File: src/rtl/inst_fetch_unit.sv
// Instruction fetch unit: BOOT/FETCH/EXEC/TRAP sequencer with PC select for seq/jr/branch/jump.
// Define PC_ALIGN_CHECK_EN to trap on misaligned targets; otherwise target bits [1:0] are forced to zero.
module inst_fetch_unit #(
  parameter logic [31:0] RESET_PC = 32'h0000_0000
) (
  input  logic        clk,
  input  logic        rst_n,
  input  logic [1:0]  PC_s,
  input  logic [31:0] rs_data,
  output logic        imem_req,
  output logic [31:0] imem_addr,
  input  logic        imem_ack,
  input  logic [31:0] imem_rdata,
  output logic [31:0] inst,
  output logic        inst_valid,
  input  logic        inst_ready,
  output logic [31:0] pc,
  output logic [31:0] pc_plus4,
  output logic        align_err
);

  typedef enum logic [1:0] {BOOT, FETCH, EXEC, TRAP} state_e;

  state_e      state_q, state_d;
  logic [31:0] pc_q, pc_d;
  logic [31:0] inst_q, inst_d;
  logic [31:0] br_off;
  logic [31:0] raw_pc;
  logic [31:0] next_pc;
  logic        misaligned;

  // Target selection is purely PC_s driven; the decoder resolves branch conditions.
  always_comb begin
    pc_plus4 = pc_q + 32'd4;
    br_off   = {{14{inst_q[15]}}, inst_q[15:0], 2'b00};
    raw_pc   = pc_plus4;
    case (PC_s)
      2'b00:   raw_pc = pc_plus4;
      2'b01:   raw_pc = rs_data;
      2'b10:   raw_pc = pc_plus4 + br_off;
      default: raw_pc = {pc_plus4[31:28], inst_q[25:0], 2'b00};
    endcase
`ifdef PC_ALIGN_CHECK_EN
    next_pc    = raw_pc;
    misaligned = (raw_pc[1:0] != 2'b00);
`else
    next_pc    = {raw_pc[31:2], 2'b00};
    misaligned = 1'b0;
`endif
  end

  always_ff @(posedge clk or negedge rst_n) begin
    if (!rst_n) begin
      state_q <= BOOT;
      pc_q    <= RESET_PC;
      inst_q  <= '0;
    end else begin
      state_q <= state_d;
      pc_q    <= pc_d;
      inst_q  <= inst_d;
    end
  end

  always_comb begin
    state_d = state_q;
    case (state_q)
      BOOT:    state_d = FETCH;
      FETCH:   if (imem_ack) state_d = EXEC;
      EXEC:    if (inst_ready) state_d = misaligned ? TRAP : FETCH;
      TRAP:    state_d = TRAP;
      default: state_d = BOOT;
    endcase
  end

  // Acks and ready pulses outside their owning state leave inst/pc untouched.
  always_comb begin
    pc_d   = pc_q;
    inst_d = inst_q;
    if (state_q == FETCH && imem_ack) inst_d = imem_rdata;
    if (state_q == EXEC && inst_ready && !misaligned) pc_d = next_pc;
  end

  always_comb begin
    imem_req   = (state_q == FETCH);
    inst_valid = (state_q == EXEC);
    imem_addr  = pc_q;
    pc         = pc_q;
    inst       = inst_q;
`ifdef PC_ALIGN_CHECK_EN
    align_err  = (state_q == TRAP);
`else
    align_err  = 1'b0;
`endif
  end

endmodule

File: config.mk
export PLATFORM = sky130hd
export DESIGN_NAME = inst_fetch_unit
export DESIGN_NICKNAME = d
export VERILOG_FILES = /design/src/rtl/inst_fetch_unit.sv
export SDC_FILE = /design/constraint.sdc
export NUM_CORES = 1
export LEC_CHECK = 0
export CAP_MARGIN = 10
export CELL_PAD_IN_SITES_DETAIL_PLACEMENT = 0
export CELL_PAD_IN_SITES_GLOBAL_PLACEMENT = 2
export CORE_ASPECT_RATIO = 0.8
export CORE_UTILIZATION = 29
export CTS_CLUSTER_DIAMETER = 200
export DETAILED_ROUTE_END_ITERATION = 8
export PLACE_DENSITY = 0.95
export SLEW_MARGIN = 20
export SYNTH_ARGS = -nofsm -noshare
export SYNTH_HDL_FRONTEND = slang
export SYNTH_SLANG_ARGS = --single-unit
File: constraint.sdc
create_clock -name clk -period 6.13 [get_ports clk]
set_input_delay 1.226 -clock clk [delete_from_list [all_inputs] [get_ports clk]]
set_output_delay 1.226 -clock clk [all_outputs]
set_load 0.02 [all_outputs]
# Yosys cells after proc, flatten, opt, wreduce, memory -nomap -nowiden
# Cells that the tools add are included.
[word_totals] reg_bits=64 in_bits=70 output_inout_bits=131 wordCells=21
[classes] n_addsub=2 eq_ne=7 n_mux=4 n_reduce_logical=5
[op_table] operator="$pmux 32 s3" n=1
[op_table] operator="$add 32x3->32 const B" n=1
[op_table] operator="$add 32x32->32" n=1
[op_table] operator="$pmux 2 s4" n=1
[op_table] operator="$eq 2x2->1 const B" n=3
[op_table] operator="$eq 2x1->1 const B" n=2
[op_table] operator="$logic_not 2->1" n=2
[op_table] operator="$mux 2" n=2
[op_table] operator="$ne 2x1->1 const B" n=2
[op_table] operator="$logic_and 1x1->1" n=2
[op_table] operator="$reduce_and 2->1" n=1

# Logic depth before layout (Yosys ltp)
# Gate-level depths: netlist of the first run.
[logic_depth] word_depth=3 mapped_depth=15 ltp_nobuf=15

# Worst setup path after synthesis of the first run
# Ideal clock, no wire load.
[synth_path] path_kind="register to register" startpoint="register pc_q[9] (netlist: imem_addr[9])" endpoint="register pc_q[21] (netlist: imem_addr[21])" setup_time_ps=125 arrival_ps=3810 t_required_ps=6005 setup_slack_ps=2195 stages_incl_launch_ff=15 n_path_buf=2 synth_period_minus_slack_ps=3935 cell_sequence="dfrtp_1 > clkbuf_2 > nand4_1 > nor4_1 > and3_1 > xor2_1 > ha_1 > clkbuf_1 > o21ai_0 > a21oi_1 > and3_1 > a21o_1 > xor2_1 > mux4_2 > mux2_2"
[synth_via] elab_chain_cells=3
[synth_lines] element="from (decl)" line="25" text="logic [31:0] pc_q, pc_d;"
[synth_lines] element="from (signal assigned)" line="59" text="pc_q <= pc_d;"
[synth_lines] element="$add 32x3->32" line="34" text="pc_plus4 = pc_q + 32'd4;"
[synth_lines] element="named net pc_plus4[16]" line="18" text="output logic [31:0] pc_plus4,"
[synth_lines] element="$add 32x32->32" line="40" text="2'b10: raw_pc = pc_plus4 + br_off;"
[synth_lines] element="$pmux 32 s3" line="37" text="case (PC_s)"
# The timed path passes the listed nets, and every way through them passes these cells.
# A chain may end at the register's enable or synchronous reset.

# Final worst setup path of the first run
[layout_path] startpoint="register pc_q[4] (netlist: imem_addr[4])" endpoint="output port pc_plus4[21]"
[layout_via] elab_chain_cells=1
[layout_lines] element="$add 32x3->32" line="34"
[layout_lines] element="to (decl)" line="18"
# Every way passes these cells.

==> results.py, run 1 <==
metrics = {
    "place": {
        "post_dp_cell_area_sq_mm": 0.00759,
        "dp_hpwl_mm": 14.3,
        "place.gp.congestion": 0.867,
        "io_buffers": 191,
    },
    "yosys": {
        "syn_inst": 618,
        "ys_types": 65,
        "synth_top_cell_area_share": 0.283,
        "ys.flop_type": "dfrtp_1",
        "synth-async-reset-ratio": 1.00,
        "yosysWarnings": 0,
        "synth_area_leaders": "dfrtp_1 (28%), mux2_2 (8.4%), ha_1 (8.0%)",
        "synth_enable_flop_cells": 0,
        "avgSynthCellArea_sq_um": 9.16,
        "yosysTopAreaCell": "dfrtp_1",
        "synth-seq-cells": 64,
        "synth_area_sq_mm": 0.00566,
        "seq_area_frac_synth": 0.283,
    },
    "grt": {
        "grt.total_usage": 0.193,
        "antenna_found_initial": 0,
        "grt_max_degree": 65,
        "overflow": 0,
        "grt_pass1_vias": 4910,
        "grt_pass1_wl_mm": 29.0,
    },
    "sta": {
        "tightest_slew_ns": 0.958,
        "final.min_clock_period_ns": 4.53,
        "hold_viol_final": 0,
        "fmax_mhz": 221,
        "finalSetupViolCount": 0,
        "slew_headroom": 0.361,
        "slew_viol_final": 0,
        "grt_setup_unrepaired": "no",
        "fin_skew_ns": 0.00840,
        "period_share": 0.739,
        "fin_tns_setup_ns": 0,
        "whs_ns": 0.504,
    },
    "worst_setup_path": {
        "cp_data_required_time_ns": 4.90,
        "r2r-start": "imem_addr[4]",
        "path_class": "reg2out",
        "arrival_ns": 3.30,
        "startpoint": "imem_addr[4]",
        "crit_fanout": 9,
        "crit_path_start_kind": "flip-flop",
        "cp-end-kind": "output port",
    },
    "drt": {
        "wire_per_inst_um": 18.3,
        "vias_per_cell": 5.02,
        "antenna_left": 0,
        "drc": 0,
        "firstDrtPassIters": 5,
        "vias": 5200,
        "wl_mm": 19.0,
        "drt_iter0_drc": 349,
    },
    "power": {
        "seqPwrFrac": 0.192,
        "totalPowerFinal_mw": 4.93,
        "p_switching_mw": 2.34,
        "power.share.switching": 0.474,
        "p_leak_nw": 3.31,
        "share_comb_of_total_power": 0.700,
        "cellInternalPower_mw": 2.59,
        "irDropWorstVdd_uv": 222,
        "power_per_cell_area_mw_per_mm2": 625,
        "pwr-share-clk": 0.109,
    },
    "status": {
        "status": "finished clean",
    },
    "finish": {
        "layout-drive-gt1-share": 0.117,
        "final_common_cell": "clkdlybuf4s50_1",
        "fin_util": 0.415,
        "final_nets": 880,
        "final.fill_count": 1969,
        "stdcell_area_sq_mm": 0.00790,
        "mostFrequentLayoutCells": "clkdlybuf4s50_1 (189), nand2_1 (65), dfrtp_1 (64)",
        "area_delta_synth_final_pct": 39.4,
        "n_antenna_cell": 0,
    },
    "run": {
        "maxCapViolCount": 0,
    },
    "clock_tree": {
        "ctsLongestPathBuffers": 2,
        "cts_tree": "done",
        "numCtsBuffers": 9,
        "hold_buffers": 0,
        "cts_resized": 0,
        "root_buffer": "clkbuf_16",
        "clk_pin_slew_ns": 0.06,
        "clkLatencyLatePin_ns": 0.34,
        "clock-sinks": 64,
        "htree_levels": 3,
        "post_cts_buffers": 0,
    },
    "floorplanning": {
        "core-area_sq_mm": 0.0190,
        "die_h_um": 127,
        "ios": 201,
        "std_cell_rows": 45,
        "dieArea_sq_mm": 0.0201,
        "die_w_um": 158,
        "initial_utilization": 0.298,
    },
    "min_path": {
        "worstHoldStart": "inst[26]",
        "hold_path.class": "reg2reg",
    },
}
==> layout make-up <==
cell class              count  area [sq um]  share of cell area
inverters                  22          82.6              0.0105
clock inverters             3          40.0             0.00507
flip-flops and latches     64          1600               0.203
multi-input cells         479          3640               0.461
clock buffers              13           260              0.0330
well taps                 258           323              0.0409
repair buffers            197          1950               0.247
==> flip-flops by register name (all words and copies together), names as in the netlist <==
| signal | count |
|---|---|
| imem_addr | 30 |
| inst | 32 |
| state_q | 2 |
==> power by group through the flow <==
stage / clock network [mW] / registers, mW / logic, mW
finish: 0.536 / 0.944 / 3.45
global route: 0.563 / 0.987 / 3.75
CTS: 0.551 / 0.948 / 3.46
detailed placement: 0 / 0.953 / 3.44
global placement: 0 / 0.947 / 3.43
floorplan: 0 / 1.08 / 2.12
==> worst paths after layout <==
kind | cells after the start | end | slack (ns)
hold / removal | 1 | inst[26] | 0.50
setup / recovery | 6 | pc_plus4[21] | 1.60
hold reg to reg | 1 | inst[26] | 0.50
max in group asynchronous | 1 | inst[31] | 4.52
min in group asynchronous | 1 | imem_addr[2] | 1.02
setup reg to reg | 12 | imem_addr[23] | 1.85
==> synth_stat cells (all sizes together), types with 3 or more instances <==
master  instances
nor3            8
ha             36
and3           15
a21oi          43
nor2           32
a221oi          3
o31ai           5
o211ai          6
dfrtp          64
inv            22
o21ai          36
nand2b          4
nor2b           6
nand4          11
a21o           10
xor2           17
o21bai          4
mux2           42
and4            5
a21boi          3
mux2i           6
nand2          65
xnor2          32
clkbuf         18
o21a            3
and2           10
mux4           16
nand3          15
buf            41
a31oi           4
==> kinds of logic (layout without fill, tap and decap cells) <==
logic type                 count (synthesis)  count (layout)  synth area share
DFF                                       64              64             0.283
buffers and inverters                     81             235            0.0787
adders and majority gates                 37              37            0.0831
other                                      1               7          0.000662
xor gates and xnor gates                  49              49            0.0758
AOI/OAI and AO/OA                        141             141             0.165
muxes                                     64              64             0.158
and+or+nand+nor                          181             181             0.156
==> layer usage <==
layer / track usage / vias up / share of wire
met5: 0 / - / 0
met4: 0.0537 / 0 / 0.015
met3: 0.0380 / 18 / 0.064
met2: 0.289 / 162 / 0.44
met1: 0.278 / 2503 / 0.48
li1: - / 2517 / -
==> worst max-delay path, stage by stage, from the launching register on <==
cell and delay [ns]:
dfrtp_1 0.51, and4_1 0.31, nand4_1 0.31, nor2_1 0.55, and3_1 0.25, xor2_1 0.33, clkdlybuf4s50_1 0.69
==> stage by stage <==
stage | worst slack [ns] | instances
4_1_cts | 1.61 | 1036
5_1_grt | 1.41 | 1036
3_5_place_dp | 1.91 | 1020
2_1_floorplan | 2.19 | 624
6_report | 1.60 | 1036
3_3_place_gp | 1.93 | 1020
Note: power is estimated with default switching activity, not from simulation.
==> run 2, diff against run 1 <==
--- a/config.mk
+++ b/config.mk
@@ -9,10 +9,10 @@
 export CELL_PAD_IN_SITES_DETAIL_PLACEMENT = 0
 export CELL_PAD_IN_SITES_GLOBAL_PLACEMENT = 2
 export CORE_ASPECT_RATIO = 0.8
-export CORE_UTILIZATION = 29
+export CORE_UTILIZATION = 27
 export CTS_CLUSTER_DIAMETER = 200
 export DETAILED_ROUTE_END_ITERATION = 8
-export PLACE_DENSITY = 0.95
+export PLACE_DENSITY = 0.89
 export SLEW_MARGIN = 20
 export SYNTH_ARGS = -nofsm -noshare
 export SYNTH_HDL_FRONTEND = slang
==> constraint.sdc (replaced) <==
create_clock -name clk -period 4.7 [get_ports clk]
set_input_delay 0.94 -clock clk [delete_from_list [all_inputs] [get_ports clk]]
set_output_delay 0.94 -clock clk [all_outputs]
set_load 0.02 [all_outputs]
==> results.py, run 2 (synthesis results as in run 1) <==
metrics = {
    "sta": {
        "final.min_clock_period_ns": 4.10,
        "grt_setup_unrepaired": "no",
        "fin_tns_setup_ns": 0,
        "worst_slack_ns": 0.604,
        "slew_viol_final": 0,
        "period_share": 0.872,
        "finalSetupViolCount": 0,
        "fmax_mhz": 244,
        "hold_viol_final": 0,
        "whs_ns": 0.504,
        "fin_skew_ns": 0.00717,
        "slew_headroom": 0.378,
        "tightest_slew_ns": 0.931,
    },
    "finish": {
        "layout-drive-gt1-share": 0.124,
        "final_nets": 884,
        "area_delta_synth_final_pct": 40.9,
        "final_common_cell": "clkdlybuf4s50_1",
        "mostFrequentLayoutCells": "clkdlybuf4s50_1 (189), nand2_1 (65), dfrtp_1 (64)",
        "n_antenna_cell": 0,
        "largest_register_ffs": 32,
        "stdcell_area_sq_mm": 0.00798,
    },
    "clock_tree": {
        "cts_resized": 0,
        "post_cts_buffers": 0,
        "cts_tree": "done",
        "clock-sinks": 64,
        "ctsLongestPathBuffers": 2,
        "clk_pin_slew_ns": 0.06,
        "numCtsBuffers": 9,
        "htree_levels": 3,
        "root_buffer": "clkbuf_16",
        "hold_buffers": 0,
        "clkLatencyLatePin_ns": 0.35,
    },
    "min_path": {
        "hold_path.class": "reg2reg",
    },
    "place": {
        "place.gp.congestion": 0.868,
        "dp_hpwl_mm": 15.0,
        "post_dp_cell_area_sq_mm": 0.00763,
        "dp_slack_ns": 0.602,
        "io_buffers": 191,
    },
    "power": {
        "irDropWorstVdd_uv": 271,
        "cellInternalPower_mw": 3.47,
        "seqPwrFrac": 0.188,
        "totalPowerFinal_mw": 6.57,
        "share_comb_of_total_power": 0.690,
        "power.share.switching": 0.472,
        "power_per_cell_area_mw_per_mm2": 824,
        "p_switching_mw": 3.10,
        "pwr-share-clk": 0.122,
        "p_leak_nw": 3.34,
    },
    "drt": {
        "wl_met1_mm": 9.71,
        "drt_iter0_drc": 460,
        "firstDrtPassIters": 5,
        "vias_per_cell": 4.94,
        "top_layer": "met4",
        "antenna_left": 0,
        "drc": 0,
        "dr_wl_met3_mm": 1.21,
        "wl_met2_mm": 8.62,
        "wl_mm": 19.7,
        "vias": 5168,
        "wire_per_inst_um": 18.8,
    },
    "grt": {
        "grt.total_usage": 0.186,
        "grt_pass1_vias": 5031,
        "antenna_found_initial": 0,
        "grt_max_degree": 65,
        "overflow": 0,
        "grt_pass1_wl_mm": 30.2,
    },
    "floorplanning": {
        "die_h_um": 132,
        "ios": 201,
        "initial_utilization": 0.280,
        "dieArea_sq_mm": 0.0216,
        "die_w_um": 164,
        "core-area_sq_mm": 0.0202,
        "std_cell_rows": 46,
    },
    "worst_setup_path": {
        "cp_data_required_time_ns": 4.92,
        "path_class": "reg2reg",
        "cpPeakStageDelay_ns": 0.46,
        "crit_slowest_cell": "dfrtp_1",
        "cp-end-kind": "flip-flop",
        "crit_path_start_kind": "flip-flop",
        "arrival_ns": 4.32,
        "crit_fanout": 7,
        "crit_chain": "ha_1, and3_1, nand4_1, nor2_1, and3_1, xor2_1, ha_1, nand2_1, o21ai_0, o311ai_0, a21oi_1, nand2b_1, mux2i_1, nor3_1, or3b_1",
    },
    "status": {
        "status": "finished clean",
    },
    "run": {
        "maxCapViolCount": 0,
    },
}
-- run 2: cell count changes in the layout (fill, tap and decap cells not counted), sizes merged --
cell      previous run  this run
buf                  8        12
bufinv               1         3
clkbuf              13         9
clkinv               2         0
clkinvlp             0         4
-- run 2: critical path: cells and delay by family, from the launching register on --
family	cells	cell delay (ns)
AND/OR/NAND/NOR	8	1.80
AO/OA/AOI/OAI	3	0.66
adder cells (fa/ha/maj)	2	0.61
flip-flops	1	0.46
XOR/XNOR	1	0.26
multiplexers	1	0.17
-- run 2: power groups by stage --
stage	registers, mW	clock network (mW)	logic (mW)
finish	1.24	0.800	4.54
global route	1.30	0.844	4.92
CTS	1.24	0.825	4.54
detailed placement	1.25	0	4.51
global placement	1.24	0	4.50
floorplan	1.41	0	2.77
-- run 2: area by class of cell --
class	count	area [sq um]
Inverter	22	82.6
Clock inverter	7	120
Clock buffer	9	225
Tap cell	264	330
Multi-Input combinational cell	479	3640
Timing Repair Buffer	201	1980
Fill cell	2011	12200
Sequential cell	64	1600
-- run 2: path summary, 6_finish.rpt --
kind / slack [ns] / to / depth (start not counted) / from
max in group asynchronous: 3.38 / inst[31] / 1 / rst_n
worst min-delay path: 0.50 / inst[26] / 1 / inst[26]
worst max-delay path: 0.60 / imem_addr[31] / 15 / imem_addr[2]
min in group asynchronous: 0.72 / inst[28] / 1 / rst_n
worst min register to register: 0.50 / inst[26] / 1 / inst[26]
worst max register to register: 0.60 / imem_addr[31] / 15 / imem_addr[2]
-- run 2: metal layers --
layer / track usage / up-vias
met5: 0 / -
met4: 0.0412 / 0
met3: 0.0331 / 11
met2: 0.278 / 172
met1: 0.275 / 2454
li1: - / 2531
-- run 2: per-stage QoR --
stage / utilization / instances
2_1_floorplan: - / 624
3_3_place_gp: 0.378 / 1030
3_5_place_dp: 0.378 / 1030
4_1_cts: 0.395 / 1046
5_1_grt: 0.395 / 1046
6_report: 0.395 / 1046
==> run 3, diff against run 2 <==
--- a/config.mk
+++ b/config.mk
@@ -13,7 +13,6 @@
 export CTS_CLUSTER_DIAMETER = 200
 export DETAILED_ROUTE_END_ITERATION = 8
 export PLACE_DENSITY = 0.89
-export SLEW_MARGIN = 20
 export SYNTH_ARGS = -nofsm -noshare
 export SYNTH_HDL_FRONTEND = slang
 export SYNTH_SLANG_ARGS = --single-unit
==> results of run 3 <==
Same layout as run 2: the final DEF is identical, and so are final timing and power.
